==> config.mk <==
export PLATFORM = sky130hd
export DESIGN_NAME = itlb_ctrl
export DESIGN_NICKNAME = d
export VERILOG_FILES = /design/src/rtl/itlb_ctrl.sv
export SDC_FILE = /design/constraint.sdc
export NUM_CORES = 1
export LEC_CHECK = 0
export ABC_AREA = 1
export ABC_CLOCK_PERIOD_IN_PS = 8300
export CAP_MARGIN = 25
export CORE_AREA = 4 4 176 178
export DETAILED_ROUTE_END_ITERATION = 16
export DIE_AREA = 0 0 180 182
export PLACE_DENSITY = 0.84
export REMOVE_ABC_BUFFERS = 1
export SLEW_MARGIN = 20
export SYNTH_ARGS = -nofsm -noshare
export SYNTH_HDL_FRONTEND = slang
export SYNTH_SLANG_ARGS = --single-unit
==> constraint.sdc <==
create_clock -name clk_i -period 8.3 [get_ports clk_i]
set_clock_uncertainty 0.2 [all_clocks]
set_input_delay 1.66 -clock clk_i [delete_from_list [all_inputs] [get_ports clk_i]]
set_output_delay 1.66 -clock clk_i [all_outputs]
set_load 0.01 [all_outputs]
==> src/rtl/itlb_ctrl.sv <==
// ---------------------------------------------------------------------------
// itlb_ctrl
//   Lookup/refill controller for the ITLB entry array. Keeps the VPN tags and
//   valid bits, matches fetch requests against them, and drives the entry
//   array's one-hot read enables on a hit. On a miss it runs a single
//   outstanding page-table walk and writes the returned PTE into a victim
//   entry. A flush invalidates every entry.
//
// Ports
//   clk_i, rstn_i            clock, synchronous active-low reset
//   req_*                    fetch translation request (valid/ready) + VPN
//   resp_*                   one-cycle response pulse: pte, hit, fault, replay
//   flush_i                  invalidate all entries
//   ptw_req_* / ptw_vpn_o    walk request handshake towards the PTW
//   ptw_resp_* / ptw_pte_i   walk result (one-cycle pulse) and fault flag
//   entry_rd_en_o            one-hot read enables to the entry array
//   entry_rd_pte_i           OR-reduced read data from the entry array
//   entry_we_o/entry_wdata_o one-hot write enables and refill data
// ---------------------------------------------------------------------------
`ifndef MXLEN
`define MXLEN 64
`endif

module itlb_ctrl #(
    parameter int ENTRIES = 8,
    parameter int VPN_W   = 27,
    parameter int PTE_W   = `MXLEN
) (
    input  logic               clk_i,
    input  logic               rstn_i,
    input  logic               req_valid_i,
    output logic               req_ready_o,
    input  logic [VPN_W-1:0]   req_vpn_i,
    output logic               resp_valid_o,
    output logic [PTE_W-1:0]   resp_pte_o,
    output logic               resp_hit_o,
    output logic               resp_fault_o,
    output logic               resp_replay_o,
    input  logic               flush_i,
    output logic               ptw_req_valid_o,
    input  logic               ptw_req_ready_i,
    output logic [VPN_W-1:0]   ptw_vpn_o,
    input  logic               ptw_resp_valid_i,
    input  logic [PTE_W-1:0]   ptw_pte_i,
    input  logic               ptw_fault_i,
    output logic [ENTRIES-1:0] entry_rd_en_o,
    input  logic [PTE_W-1:0]   entry_rd_pte_i,
    output logic [ENTRIES-1:0] entry_we_o,
    output logic [PTE_W-1:0]   entry_wdata_o
);

    localparam int IDX_W = $clog2(ENTRIES);

    typedef enum logic [2:0] {
        S_IDLE, S_LOOKUP, S_WALK_REQ, S_WALK_WAIT, S_REFILL, S_RESP
    } state_t;

    state_t             state_q, state_d;
    logic [ENTRIES-1:0] valid_q, valid_d;
    logic [VPN_W-1:0]   tag_q [ENTRIES];
    logic [VPN_W-1:0]   tag_d [ENTRIES];
    logic [VPN_W-1:0]   vpn_q, vpn_d;
    logic [ENTRIES-1:0] hit_q, hit_d;
    logic [PTE_W-1:0]   pte_q, pte_d;
    logic [IDX_W-1:0]   victim_q, victim_d;
    logic [IDX_W-1:0]   rr_q, rr_d;
    logic               flush_pend_q, flush_pend_d;
    logic               fault_q, fault_d;
    logic               replay_q, replay_d;
    logic               refilled_q, refilled_d;

    logic [ENTRIES-1:0] hit_c;
    logic [IDX_W-1:0]   victim_c;
    logic               discard_c;

    function automatic logic [ENTRIES-1:0] onehot(input logic [IDX_W-1:0] idx);
        onehot      = '0;
        onehot[idx] = 1'b1;
    endfunction

    // Tag match of the incoming request and victim choice: lowest-index
    // invalid entry, falling back to the round-robin pointer when full.
    always_comb begin
        hit_c    = '0;
        victim_c = rr_q;
        for (int i = 0; i < ENTRIES; i++) begin
            hit_c[i] = valid_q[i] && (tag_q[i] == req_vpn_i);
        end
        for (int i = ENTRIES - 1; i >= 0; i--) begin
            if (!valid_q[i]) victim_c = IDX_W'(i);
        end
    end

    // A flush seen at any point of the walk turns its result into a replay.
    assign discard_c = flush_pend_q | flush_i;

    always_comb begin
        state_d      = state_q;
        valid_d      = valid_q;
        tag_d        = tag_q;
        vpn_d        = vpn_q;
        hit_d        = hit_q;
        pte_d        = pte_q;
        victim_d     = victim_q;
        rr_d         = rr_q;
        flush_pend_d = flush_pend_q;
        fault_d      = fault_q;
        replay_d     = replay_q;
        refilled_d   = refilled_q;

        case (state_q)
            S_IDLE: begin
                if (req_valid_i && !flush_i) begin
                    vpn_d   = req_vpn_i;
                    hit_d   = hit_c;
                    state_d = S_LOOKUP;
                end
            end
            S_LOOKUP: begin
                state_d = (|hit_q) ? S_IDLE : S_WALK_REQ;
            end
            S_WALK_REQ: begin
                if (flush_i) flush_pend_d = 1'b1;
                if (ptw_req_ready_i) state_d = S_WALK_WAIT;
            end
            S_WALK_WAIT: begin
                if (flush_i) flush_pend_d = 1'b1;
                if (ptw_resp_valid_i) begin
                    if (ptw_fault_i || discard_c) begin
                        fault_d    = ptw_fault_i;
                        replay_d   = discard_c;
                        refilled_d = 1'b0;
                        state_d    = S_RESP;
                    end else begin
                        pte_d   = ptw_pte_i;
                        state_d = S_REFILL;
                    end
                end
            end
            S_REFILL: begin
                // The entry is written even when a flush is pending; its valid
                // bit is then dropped by the flush override below.
                victim_d         = victim_c;
                tag_d[victim_c]  = vpn_q;
                valid_d[victim_c] = 1'b1;
                if (&valid_q) rr_d = rr_q + IDX_W'(1);
                fault_d    = 1'b0;
                replay_d   = discard_c;
                refilled_d = ~discard_c;
                state_d    = S_RESP;
            end
            S_RESP: begin
                state_d = S_IDLE;
            end
            default: state_d = S_IDLE;
        endcase

        if (state_d == S_IDLE) flush_pend_d = 1'b0;
        if (flush_i) valid_d = '0;
    end

    always_ff @(posedge clk_i) begin
        if (!rstn_i) begin
            state_q      <= S_IDLE;
            valid_q      <= '0;
            vpn_q        <= '0;
            hit_q        <= '0;
            pte_q        <= '0;
            victim_q     <= '0;
            rr_q         <= '0;
            flush_pend_q <= 1'b0;
            fault_q      <= 1'b0;
            replay_q     <= 1'b0;
            refilled_q   <= 1'b0;
        end else begin
            state_q      <= state_d;
            valid_q      <= valid_d;
            vpn_q        <= vpn_d;
            hit_q        <= hit_d;
            pte_q        <= pte_d;
            victim_q     <= victim_d;
            rr_q         <= rr_d;
            flush_pend_q <= flush_pend_d;
            fault_q      <= fault_d;
            replay_q     <= replay_d;
            refilled_q   <= refilled_d;
        end
    end

    // Tags carry no reset: an entry's tag is only meaningful while valid.
    always_ff @(posedge clk_i) begin
        for (int i = 0; i < ENTRIES; i++) begin
            tag_q[i] <= tag_d[i];
        end
    end

    // Outputs decode the registered state; everything is forced to zero
    // while reset is held.
    always_comb begin
        logic lookup_hit;
        logic resp_st;
        logic rd_data;

        lookup_hit = rstn_i && (state_q == S_LOOKUP) && (|hit_q);
        resp_st    = rstn_i && (state_q == S_RESP);
        rd_data    = lookup_hit || (resp_st && refilled_q);

        req_ready_o     = rstn_i && (state_q == S_IDLE) && !flush_i;
        resp_valid_o    = lookup_hit || resp_st;
        resp_hit_o      = lookup_hit;
        resp_fault_o    = resp_st && fault_q;
        resp_replay_o   = resp_st && replay_q;
        resp_pte_o      = rd_data ? entry_rd_pte_i : '0;

        entry_rd_en_o   = '0;
        if (lookup_hit) entry_rd_en_o = hit_q;
        else if (resp_st && refilled_q) entry_rd_en_o = onehot(victim_q);

        ptw_req_valid_o = rstn_i && (state_q == S_WALK_REQ);
        ptw_vpn_o       = ptw_req_valid_o ? vpn_q : '0;

        entry_we_o      = '0;
        entry_wdata_o   = '0;
        if (rstn_i && (state_q == S_REFILL)) begin
            entry_we_o    = onehot(victim_c);
            entry_wdata_o = pte_q;
        end
    end

    a_rd_onehot: assert property (@(posedge clk_i) disable iff (!rstn_i)
        $onehot0(entry_rd_en_o));
    a_we_onehot: assert property (@(posedge clk_i) disable iff (!rstn_i)
        $onehot0(entry_we_o));
    a_single_hit: assert property (@(posedge clk_i) disable iff (!rstn_i)
        $onehot0(hit_c));
    a_resp_pulse: assert property (@(posedge clk_i) disable iff (!rstn_i)
        resp_valid_o |=> !resp_valid_o);

endmodule

# Yosys cells after proc, flatten, opt, wreduce, memory -nomap -nowiden
# Cells that the tools add are included.
[totals] regBits=336 input_bits=162 output_inout_bits=177 wordCells=121
[op_classes] add_sub_neg=1 n_lt_le_gt_ge=6 eq_ne=15 mux=36 n_bitwise=6 n_reduce_logical=38
[op_table] operator="bitwise mux 216 bit" count=1
[op_table] operator="== test 27 bit" count=8
[op_table] operator="two-way mux 64 bit" count=2
[op_table] operator="demux 27 bit (select 3 bit)" count=1
[op_table] operator="two-way mux 27 bit" count=2
[op_table] operator="two-way mux 3 bit" count=11
[op_table] operator="two-way mux 8 bit" count=3
[op_table] operator="logical AND 1 bit" count=22
[op_table] operator="one-hot mux 3 bit (5 select lines)" count=1
[op_table] operator="two-way mux 1 bit" count=9
[op_table] operator="AND reduction 9 bit" count=1
[op_table] operator="< comparator 3 x 4 -> 1 bit (second input constant)" count=2
[op_table] operator="bitwise OR 8 bit" count=1
[op_table] operator="OR reduction 8 bit" count=1
[op_table] operator="demux 1 bit (select 3 bit)" count=2
[op_table] operator="== test 3 x 2 -> 1 bit (second input constant)" count=2
[op_table] operator="== test 3 bit (second input constant)" count=2
[op_table] operator=">= comparator 3 x 1 -> 1 bit (second input constant)" count=2
[op_table] operator="zero test 3 bit" count=2
[op_table] operator="one-hot mux 1 bit (2 select lines)" count=3
[op_table] operator="AND reduction 3 bit" count=2
[op_table] operator="OR reduction 2 bit" count=3
[op_table] operator=">= comparator 4 bit (second input constant)" count=1
[op_table] operator="< comparator 4 x 1 -> 1 bit (second input constant)" count=1
[op_table] operator="other kinds (11)" count=17

# Depth between registers and ports, before layout
# Gate-level depths: netlist of the first run.
[logic_depth] depth_word=14 depth_mapped=11 depth_no_buf=11

# Worst setup path before layout of the first run
# No wires, ideal clock.
[synth_path] path_type="input-to-output" start="input rstn_i" end="output entry_rd_en_o[5]" t_arrival_ns=2.699 required_ns=6.440 path_slack_ns=3.741 stages=7 path_buffers=1 cell_sequence="clkbuf_1 > nand2_1 > nor2_2 > nand2_1 > inv_2 > nand3_1 > o21ai_0"
[synth_between] elab_chain_len=4 elab_cells_between_ends=6 cone_classes="mux (2); reduce/logical (4)"
[synth_rtl] element="start: declaration" line="30" source="input logic rstn_i,"
[synth_rtl] element="logical AND 1 bit" line="205" source="resp_st = rstn_i && (state_q == S_RESP);"
[synth_rtl] element="logical AND 1 bit" line="217" source="else if (resp_st && refilled_q) entry_rd_en_o = onehot(victim_q);"
[synth_rtl] element="two-way mux 8 bit" line="217"
[synth_rtl] element="two-way mux 8 bit (*)" line="216" source="if (lookup_hit) entry_rd_en_o = hit_q;"
[synth_rtl] element="end: declaration" line="46" source="output logic [ENTRIES-1:0] entry_rd_en_o,"
# Mark *: on every way between the ends. The rest lies on a longest branch, timed or not.

# Worst setup path in the final report of the first run
[layout_path] start="input rstn_i" end="output entry_we_o[5]"
[layout_between] elab_chain_len=2
[layout_rtl] element="logical AND 1 bit" line="224" source="if (rstn_i && (state_q == S_REFILL)) begin"
[layout_rtl] element="two-way mux 8 bit" line="224"
[layout_rtl] element="end: declaration" line="48" source="output logic [ENTRIES-1:0] entry_we_o,"
# No other way between the ends.

==> results of run 1 <==
==> cell type report <==
type / count / area (sq um) / area share
flip-flops and latches: 336 / 8889 / 0.4212
repair buffers: 354 / 3543 / 0.1679
clock inverters: 19 / 132.6 / 0.006284
well taps: 390 / 488.0 / 0.02312
multi-input cells: 1152 / 5609 / 0.2658
inverters: 372 / 1396 / 0.06616
diodes: 1 / 2.502 / 0.0001186
clock buffers: 49 / 1044 / 0.04945
==> stage by stage <==
step / std cells / utilization / total power [mW]
global placement: 2602 / 0.6761 / 2.153
finish: 2673 / 0.7178 / 3.718
floorplan: 1860 / - / 1.972
detailed placement: 2604 / 0.6777 / 2.158
CTS: 2672 / 0.7177 / 3.721
global route: 2672 / 0.7177 / 3.816
==> worst max-delay path by stage <==
stage                       from            end  slack, ns  cells past startpoint
after floorplan           rstn_i  resp_pte_o[0]       2.77                      6
after global placement    rstn_i  entry_we_o[7]       2.34                      5
after detailed placement  rstn_i  entry_we_o[5]       2.28                      5
after CTS                 rstn_i  entry_we_o[5]       2.28                      5
after global routing      rstn_i  entry_we_o[4]       2.02                      5
final                     rstn_i  entry_we_o[5]       2.31                      5
==> per-layer routing <==
| layer | vias to the layer above | part of all wire |
|---|---|---|
| li1 | 6656 | - |
| met3 | 101 | 0.11 |
| met2 | 748 | 0.47 |
| met5 | - | 0 |
| met4 | 0 | 0.034 |
| met1 | 6531 | 0.39 |
==> registers in the layout, summed over array words and instances (netlist names) <==
| name | count |
|---|---|
| tag_q | 216 |
| pte_q | 64 |
| vpn_q | 27 |
| hit_q | 8 |
| valid_q | 8 |
| rr_q | 3 |
| state_q | 3 |
| victim_q | 3 |
| fault_q | 1 |
| flush_pend_q | 1 |
| refilled_q | 1 |
| replay_q | 1 |
==> worst reg2reg max path, delay by kind of cell, from the launching register on <==
family,cells,cell delay [ns]
buffers and inverters,3,0.71
flip-flops,1,0.38
AND/OR/NAND/NOR,6,0.86
==> cell usage in the layout, fill, tap and decap left out, types with 28 or more instances in the layout <==
cell type        instances
o21ai_0                102
nor2_4                  61
nand4_1                 28
edfxtp_1               216
dfxtp_1                120
nor2_1                 250
clkdlybuf4s50_1        337
xnor2_1                 47
a21oi_1                119
o21ai_1                 47
clkbuf_16               39
inv_1                  358
nand2_1                448
==> power groups by stage <==
stage,Clock [mW],Sequential [mW],Combinational [mW]
floorplan,0,1.85,0.121
global placement,0,1.87,0.282
detailed placement,0,1.87,0.287
CTS,1.60,1.84,0.289
global route,1.67,1.84,0.312
finish,1.59,1.84,0.290
==> cells by family (layout without fill, tap and decap cells) <==
logic type                 Yosys count  count (layout)
buffers and inverters              447             794
xor gates and xnor gates            48              48
DFF                                336             336
other                                0               1
and+or+nand+nor                    828             828
AOI/OAI and AO/OA                  275             275
adders and majority gates            1               1
==> out/metrics.cfg, run 1 <==
[outcome]
outcome = finished clean

[min_path]
whs_path_depth = 2
holdPathEnd = pte_q[27]$_SDFFE_PN0P_
min_from = pte_q[27]$_SDFFE_PN0P_
hold_path_class = register to register

[global_route]
grt_max_degree = 101
use_met2 = 0.5331
grt_pass1_vias = 13660
grt_usage = 0.3166
grt_first_pass_wirelength_um = 79990
overflow = 0
busiest_layer = met2
global_route.usage.met1 = 0.4056
use_met3 = 0.08393
antenna_found_initial = 0

[sta]
finalHoldViolations = 0
fin_crit_sh = 0.7219
fin_tns_setup_ns = 0
fin_crit_ns = 5.992
final-setup-viol-count = 0
tightest_slew_ns = 1.017
slew-limit-headroom = 0.3222
rsz0062_at_grt = false
drv_slew = 0
fin_ws_ns = 2.308
fmax_mhz = 166.9
hold-worst-slack_ns = 0.2515

[cells_and_area]
area_growth_pct = 29.61
drive_gt1_frac = 0.06836
nets = 2416
design_area_sq_um = 21100
fillCellCount = 2238

[pwr]
clkPwrFrac = 0.428
seq_power_share = 0.494
p_leak_nw = 8.384
p_switching_mw = 0.8766
p_per_area_nw_per_um2 = 176.2
p_int_mw = 2.842
switching_share = 0.2358
irDropWorstVdd_mv = 0.2418
power_frac_comb = 0.078

[logic_synthesis]
synthArstFlopShare = 0
ys_top_cells_by_area = edfxtp_1, dfxtp_1, nand2_1
synthAdderAreaFrac = 0.0007684
ys.flop_type = edfxtp_1
synth_cell_types = 32
syn_inst = 1935
synth_edf_count = 216
synth-compound-area-share = 0.08568
ys_seq_area_frac = 0.5459
synth.top_cells.by_count = nand2_1, inv_1, nor2_1
synth_top_family_by_area = simple AND/OR/NAND/NOR gates
syn_avg_cell_area_sq_um = 8.415
synth_top_area_share = 0.3983
synth_simple_gate_area_share = 0.2311
syn_area_sq_um = 16280
synth_seq_cells = 336
yosysMostFrequentCell = nand2_1
synth_xor_area_frac = 0.02582
synthMuxAreaShare = 0
yosysTopAreaCell = edfxtp_1
yosysWarnings = 0

[die]
core.rowCount = 63
core_sq_um = 29400
die-area_sq_um = 32760
fp.dieH_um = 182
die_x_um = 180
start_util = 0.5538
boundaryPins = 339

[placed_design]
port_buffers = 338
pre_cts_ws_ns = 2.283
place_congestion = 0.9929
hpwlAfterDp_um = 38920
place_area_sq_um = 19930

[setup_path]
critical_path_arrival_ns = 4.13
worstPathRequired_ns = 6.44
critPathLaunchType = primary input
worst_r2r_endpoint = tag_q[122]$_DFFE_PP_
cp_top_family = buffers and inverters
worstPathCellList = buf_2 -> buf_4 -> clkinv_1 -> nor2_1 -> clkdlybuf4s50_1
crit_buf_inv = 4
cp-end-kind = output port
reg2reg_slack_ns = 5.79
critPathMaxFanout = 100
criticalPathCategory = primary input to output port
reg2reg_from = valid_q[6]$_SDFFE_PP0P_
crit_path_max_incr_delay_ns = 0.73
reg2reg_depth = 9
cpMaxStageDelayCell = buf_4

[job]
cap_violations = 0

[routing]
final_antenna_net_count = 0
drt-total-wl_um = 53630
first_pass_iters = 6
vias_per_cell = 5.251
drc_errors = 0
vias = 14040
drt_iter0_drc = 1500
wl_per_cell_um = 20.07

[cts]
cts_post_setup_buffers_inserted = 0
cts_sinks = 336
cts_resized = 0
numCtsBuffers = 37
clock_tree.root_cell = clkbuf_16
holdBufCountCts = 0
insertion_delay_ns = 0.53
path_clk_slew_ns = 0.06
cts_tree = built
clk_path_buf_depth = 3
htree_levels = 2

Power figures use the tool's default switching activity.
==> run 2: changes to the inputs <==
- ABC_CLOCK_PERIOD_IN_PS: 8300 -> 5600
- CORE_AREA: 4 4 176 178 -> 4 4 182 184
- DIE_AREA: 0 0 180 182 -> 0 0 186 188
- PLACE_DENSITY: 0.84 -> 0.79
- clock period: 8.3 -> 5.6 ns (I/O delays scaled with it)
==> run 2 against run 1 <==
Non-clock buffer count rose by 7. Clock power rose by 52%. Setup slack got worse by 1.3 ns. Critical path depth rose by 1. Final area rose by 0.44%. Count of clock-buffer cells in the layout fell by 1.
==> out/metrics.cfg, run 2 (synthesis results as in run 1) <==
[outcome]
outcome = finished clean

[cells_and_area]
final_cell_mix = nand2_1, inv_1, clkdlybuf4s50_1
top_register = tag_q
seqCellArea_sq_um = 8889
multi_input_area_sq_um = 5609
drive_gt1_frac = 0.07212
largest_reg_flops = 216
area_growth_pct = 30.18
design_area_sq_um = 21200
utilization = 0.6752
fillCellCount = 2544
final_common_cell = nand2_1
reg_top3 = tag_q x216, pte_q x64, vpn_q x27
nets = 2423
final_cells = 2691

[cts]
cts_sinks = 336
cts_post_setup_buffers_inserted = 0
clock_tree.root_cell = clkbuf_16
htree_levels = 2
cts_tree = built
insertion_delay_ns = 0.52
clk_path_buf_depth = 3
numCtsBuffers = 37
holdBufCountCts = 0
cts_resized = 0
path_clk_slew_ns = 0.06

[pwr]
power_frac_comb = 0.077
switching_share = 0.2312
p_leak_nw = 8.427
p_int_mw = 4.288
clkPwrFrac = 0.435
p_per_area_nw_per_um2 = 263.1
seq_power_share = 0.488
irDropWorstVdd_mv = 0.2005
p_switching_mw = 1.289

[placed_design]
port_buffers = 338
place_congestion = 0.9396
place_area_sq_um = 19990
pre_cts_ws_ns = 1.043
hpwlAfterDp_um = 39600
dp.cells = 2623

[routing]
first_pass_iters = 6
vias = 14000
drt_iter0_drc = 1588
final_antenna_net_count = 0
wl_per_cell_um = 19.92
drt-total-wl_um = 53600
vias_per_cell = 5.203
drc_errors = 0

[sta]
fin_ws_ns = 1.013
drv_slew = 0
rsz0062_at_grt = false
fin_crit_sh = 0.8191
tightest_slew_ns = 0.8899
fin_tns_setup_ns = 0
final-setup-viol-count = 0
finalHoldViolations = 0
fin_crit_ns = 4.587
slew-limit-headroom = 0.4067
fmax_mhz = 218.0

[setup_path]
crit_path_max_incr_delay_ns = 0.56
criticalPathCategory = primary input to output port
critical_path_arrival_ns = 3.27
worstPathCellList = buf_2 -> buf_4 -> nand2_1 -> buf_4 -> nor2_1 -> clkdlybuf4s50_1
critPathLaunchType = primary input
worstPathRequired_ns = 4.28
cp-end-kind = output port
worst_path_most_repeated_cell = buf_4
critPathMaxFanout = 60
cpMaxStageDelayCell = buf_4

[die]
core.rowCount = 65
start_util = 0.5187
die_x_um = 186
fp.dieH_um = 188
die-area_sq_um = 34970
boundaryPins = 339
core_sq_um = 31390

[global_route]
grt_max_degree = 93
overflow = 0
grt_usage = 0.2991
grt_first_pass_wirelength_um = 79730
grt_pass1_vias = 13600
antenna_found_initial = 1

[job]
cap_violations = 0

[min_path]
hold_path_class = register to register

==> run 2: final cells by class <==
cell class | count | area share
multi-input combinational | 1152 | 0.2646
timing repair buffer | 361 | 0.1693
clock buffer | 48 | 0.04852
sequential | 336 | 0.4193
inverter | 372 | 0.06588
tap | 402 | 0.02373
antenna | 1 | 0.0001181
clock inverter | 19 | 0.008500
==> run 2: per-stage QoR <==
| stage | hold slack (ns) | power (mW) |
|---|---|---|
| after global placement | 0.2389 | 3.194 |
| after detailed placement | 0.2434 | 3.201 |
| final | 0.2516 | 5.577 |
| after global routing | 0.2681 | 5.742 |
| after floorplan | 0.2294 | 2.922 |
| after CTS | 0.2528 | 5.589 |
==> run 2: critical path, delay by kind of cell <==
| family | cells | cell delay (ns) |
|---|---|---|
| buffers and inverters | 4 | 1.60 |
| and+or+nand+nor | 2 | 0.52 |
==> run 2: per-layer routing <==
layer,wire length (um),GRT usage
met5,0,0
met4,1447,0.07259
met3,6068,0.06402
met2,25490,0.5029
met1,20590,0.3964
==> run 2: final timing paths <==
kind | from | end | slack (ns) | depth (start not counted)
worst min-delay path | pte_q[53]$_SDFFE_PN0P_ | pte_q[53]$_SDFFE_PN0P_ | 0.25 | 2
worst min register to register | pte_q[53]$_SDFFE_PN0P_ | pte_q[53]$_SDFFE_PN0P_ | 0.25 | 2
worst max-delay path | rstn_i | ptw_vpn_o[25] | 1.01 | 6
worst max register to register | state_q[0]$_SDFF_PN0_ | hit_q[3]$_SDFFE_PN0P_ | 2.80 | 8
==> run 2: power by group through the flow <==
stage / registers [mW] / clock network (mW) / logic, mW
after floorplan: 2.74 / 0 / 0.180
after global placement: 2.77 / 0 / 0.422
after detailed placement: 2.77 / 0 / 0.427
after CTS: 2.72 / 2.44 / 0.429
after global routing: 2.72 / 2.55 / 0.468
final: 2.72 / 2.42 / 0.431
==> run 3: changes to the inputs <==
- ABC_CLOCK_PERIOD_IN_PS: 5600 -> 4800
- clock period: 5.6 -> 4.8 ns (I/O delays scaled with it)
==> run 3 against run 2 <==
Count of clock-buffer cells in the layout increased by 5. Sequential share of layout area about the same. Global-route usage decreased by 0.54 points. Core utilization about the same. Power increased by 16%. Combinational power increased by 17%. Critical path type unchanged. Largest cell class unchanged.
==> out/metrics.cfg, run 3 (synthesis results as in run 1) <==
[outcome]
outcome = finished clean

[setup_path]
reg2reg_from = state_q[0]$_SDFF_PN0_
reg2reg_depth = 9
reg2reg_slack_ns = 2.17
crit_end = resp_pte_o[0]
worstPathRequired_ns = 3.64
criticalPathCategory = primary input to output port
critPathLaunch = rstn_i
critPathMaxFanout = 31
critical_path_arrival_ns = 2.94
critPathLaunchType = primary input
cp-end-kind = output port
worst_r2r_endpoint = tag_q[50]$_DFFE_PP_

[cells_and_area]
area_growth_pct = 30.17
utilization = 0.6752
reg_top3 = tag_q x216, pte_q x64, vpn_q x27
final_cell_mix = nand2_1, inv_1, clkdlybuf4s50_1
drive_gt1_frac = 0.07027
diodes = 0
final_common_cell = nand2_1
nets = 2426
top_register = tag_q
largest_reg_flops = 216
fillCellCount = 2465

[die]
die_x_um = 186
boundaryPins = 339
die-area_sq_um = 34970
start_util = 0.5187
fp.dieH_um = 188
core.rowCount = 65
core_sq_um = 31390

[cts]
holdBufCountCts = 0
insertion_delay_ns = 0.53
numCtsBuffers = 36
cts_tree = built
clock_tree.root_cell = clkbuf_16
path_clk_slew_ns = 0.06
htree_levels = 2
cts_post_setup_buffers_inserted = 0
cts_sinks = 336
clk_path_buf_depth = 3
cts_resized = 0

[pwr]
p_leak_nw = 8.427
p_per_area_nw_per_um2 = 304.7
irDropWorstVdd_mv = 0.2254
power.total_mw = 6.458

[sta]
finalHoldViolations = 0
final-setup-viol-count = 0
fin_crit_sh = 0.8544
slew-limit-headroom = 0.4641
tightest_slew_ns = 0.8039
fin_tns_setup_ns = 0
fmax_mhz = 243.8
fin_crit_ns = 4.101
rsz0062_at_grt = false
drv_slew = 0

[routing]
vias_per_cell = 5.224
first_pass_iters = 5
drt_iter0_drc = 1468
vias = 14070
final_antenna_net_count = 0
drc_errors = 0
drt-total-wl_um = 52910
wl_per_cell_um = 19.65

[global_route]
overflow = 0
grt_pass1_vias = 13630
grt_max_degree = 81
antenna_found_initial = 0
grt_first_pass_wirelength_um = 78330
grt_usage = 0.2937

[job]
cap_violations = 0

[min_path]
hold_path_class = register to register

[placed_design]
place_congestion = 0.9926
port_buffers = 338
hpwlAfterDp_um = 38470

-- run 3: cell count changes in the layout (fill, tap and decap cells not counted), sizes merged --
cell	change
buf	+4
clkinvlp	-2
bufinv	-1
inv	-2
clkinv	-1
clkbuf	+5
diode	-1
-- run 3: per-layer routing --
layer  GRT usage  vias to the layer above  part of all wire
met3     0.07236                       90              0.12
met4     0.08268                        0             0.027
met2      0.4967                      823              0.48
li1            -                     6665                 -
met1      0.3753                     6489              0.38
met5           0                        -                 0
-- run 3: area by class of cell --
type | instances | area (sq um) | share of cell area
Sequential cell | 336 | 8889 | 0.4194
Multi-Input combinational cell | 1152 | 5609 | 0.2646
Timing Repair Buffer | 365 | 3621 | 0.1708
Inverter | 372 | 1396 | 0.06588
Clock buffer | 53 | 1057 | 0.04988
Tap cell | 402 | 503.0 | 0.02373
Clock inverter | 13 | 120.1 | 0.005667
-- run 3: how the worst min path moves through the flow --
stage,from,endpoint,cells after the start
6_report,pte_q[19]$_SDFFE_PN0P_,pte_q[19]$_SDFFE_PN0P_,2
3_5_place_dp,pte_q[40]$_SDFFE_PN0P_,pte_q[40]$_SDFFE_PN0P_,2
2_1_floorplan,pte_q[0]$_SDFFE_PN0P_,pte_q[0]$_SDFFE_PN0P_,2
4_1_cts,pte_q[40]$_SDFFE_PN0P_,pte_q[40]$_SDFFE_PN0P_,2
5_1_grt,pte_q[55]$_SDFFE_PN0P_,pte_q[55]$_SDFFE_PN0P_,2
3_3_place_gp,pte_q[10]$_SDFFE_PN0P_,pte_q[10]$_SDFFE_PN0P_,2
-- run 3: power by group --
part / leakage [nW] / total (mW) / internal [mW] / switching [mW]
sequential: 2.96 / 3.18 / 3.11 / 0.0664
combinational: 4.90 / 0.506 / 0.216 / 0.290
clock: 0.570 / 2.77 / 1.64 / 1.14
total: 8.43 / 6.46 / 4.96 / 1.49
-- run 3: critical path: stages --
cell and delay, ns:
buf_2 0.14, buf_4 0.23, nand2_2 0.15, nor2_8 0.07
nor2_8 0.12, buf_4 0.64, nor2_1 0.08, clkdlybuf4s50_1 0.51
-- run 3: per-stage QoR --
stage          instances  cell area, sq um  hold slack, ns  setup WS, ns
2_1_floorplan       1860             15880          0.2294        0.6726
3_3_place_gp        2625             19960          0.2392        0.7343
3_5_place_dp        2627             20020          0.2457        0.6875
4_1_cts             2693             21200          0.2552        0.6868
5_1_grt             2693             21200          0.2701        0.5838
6_report            2693             21200          0.2508        0.6991
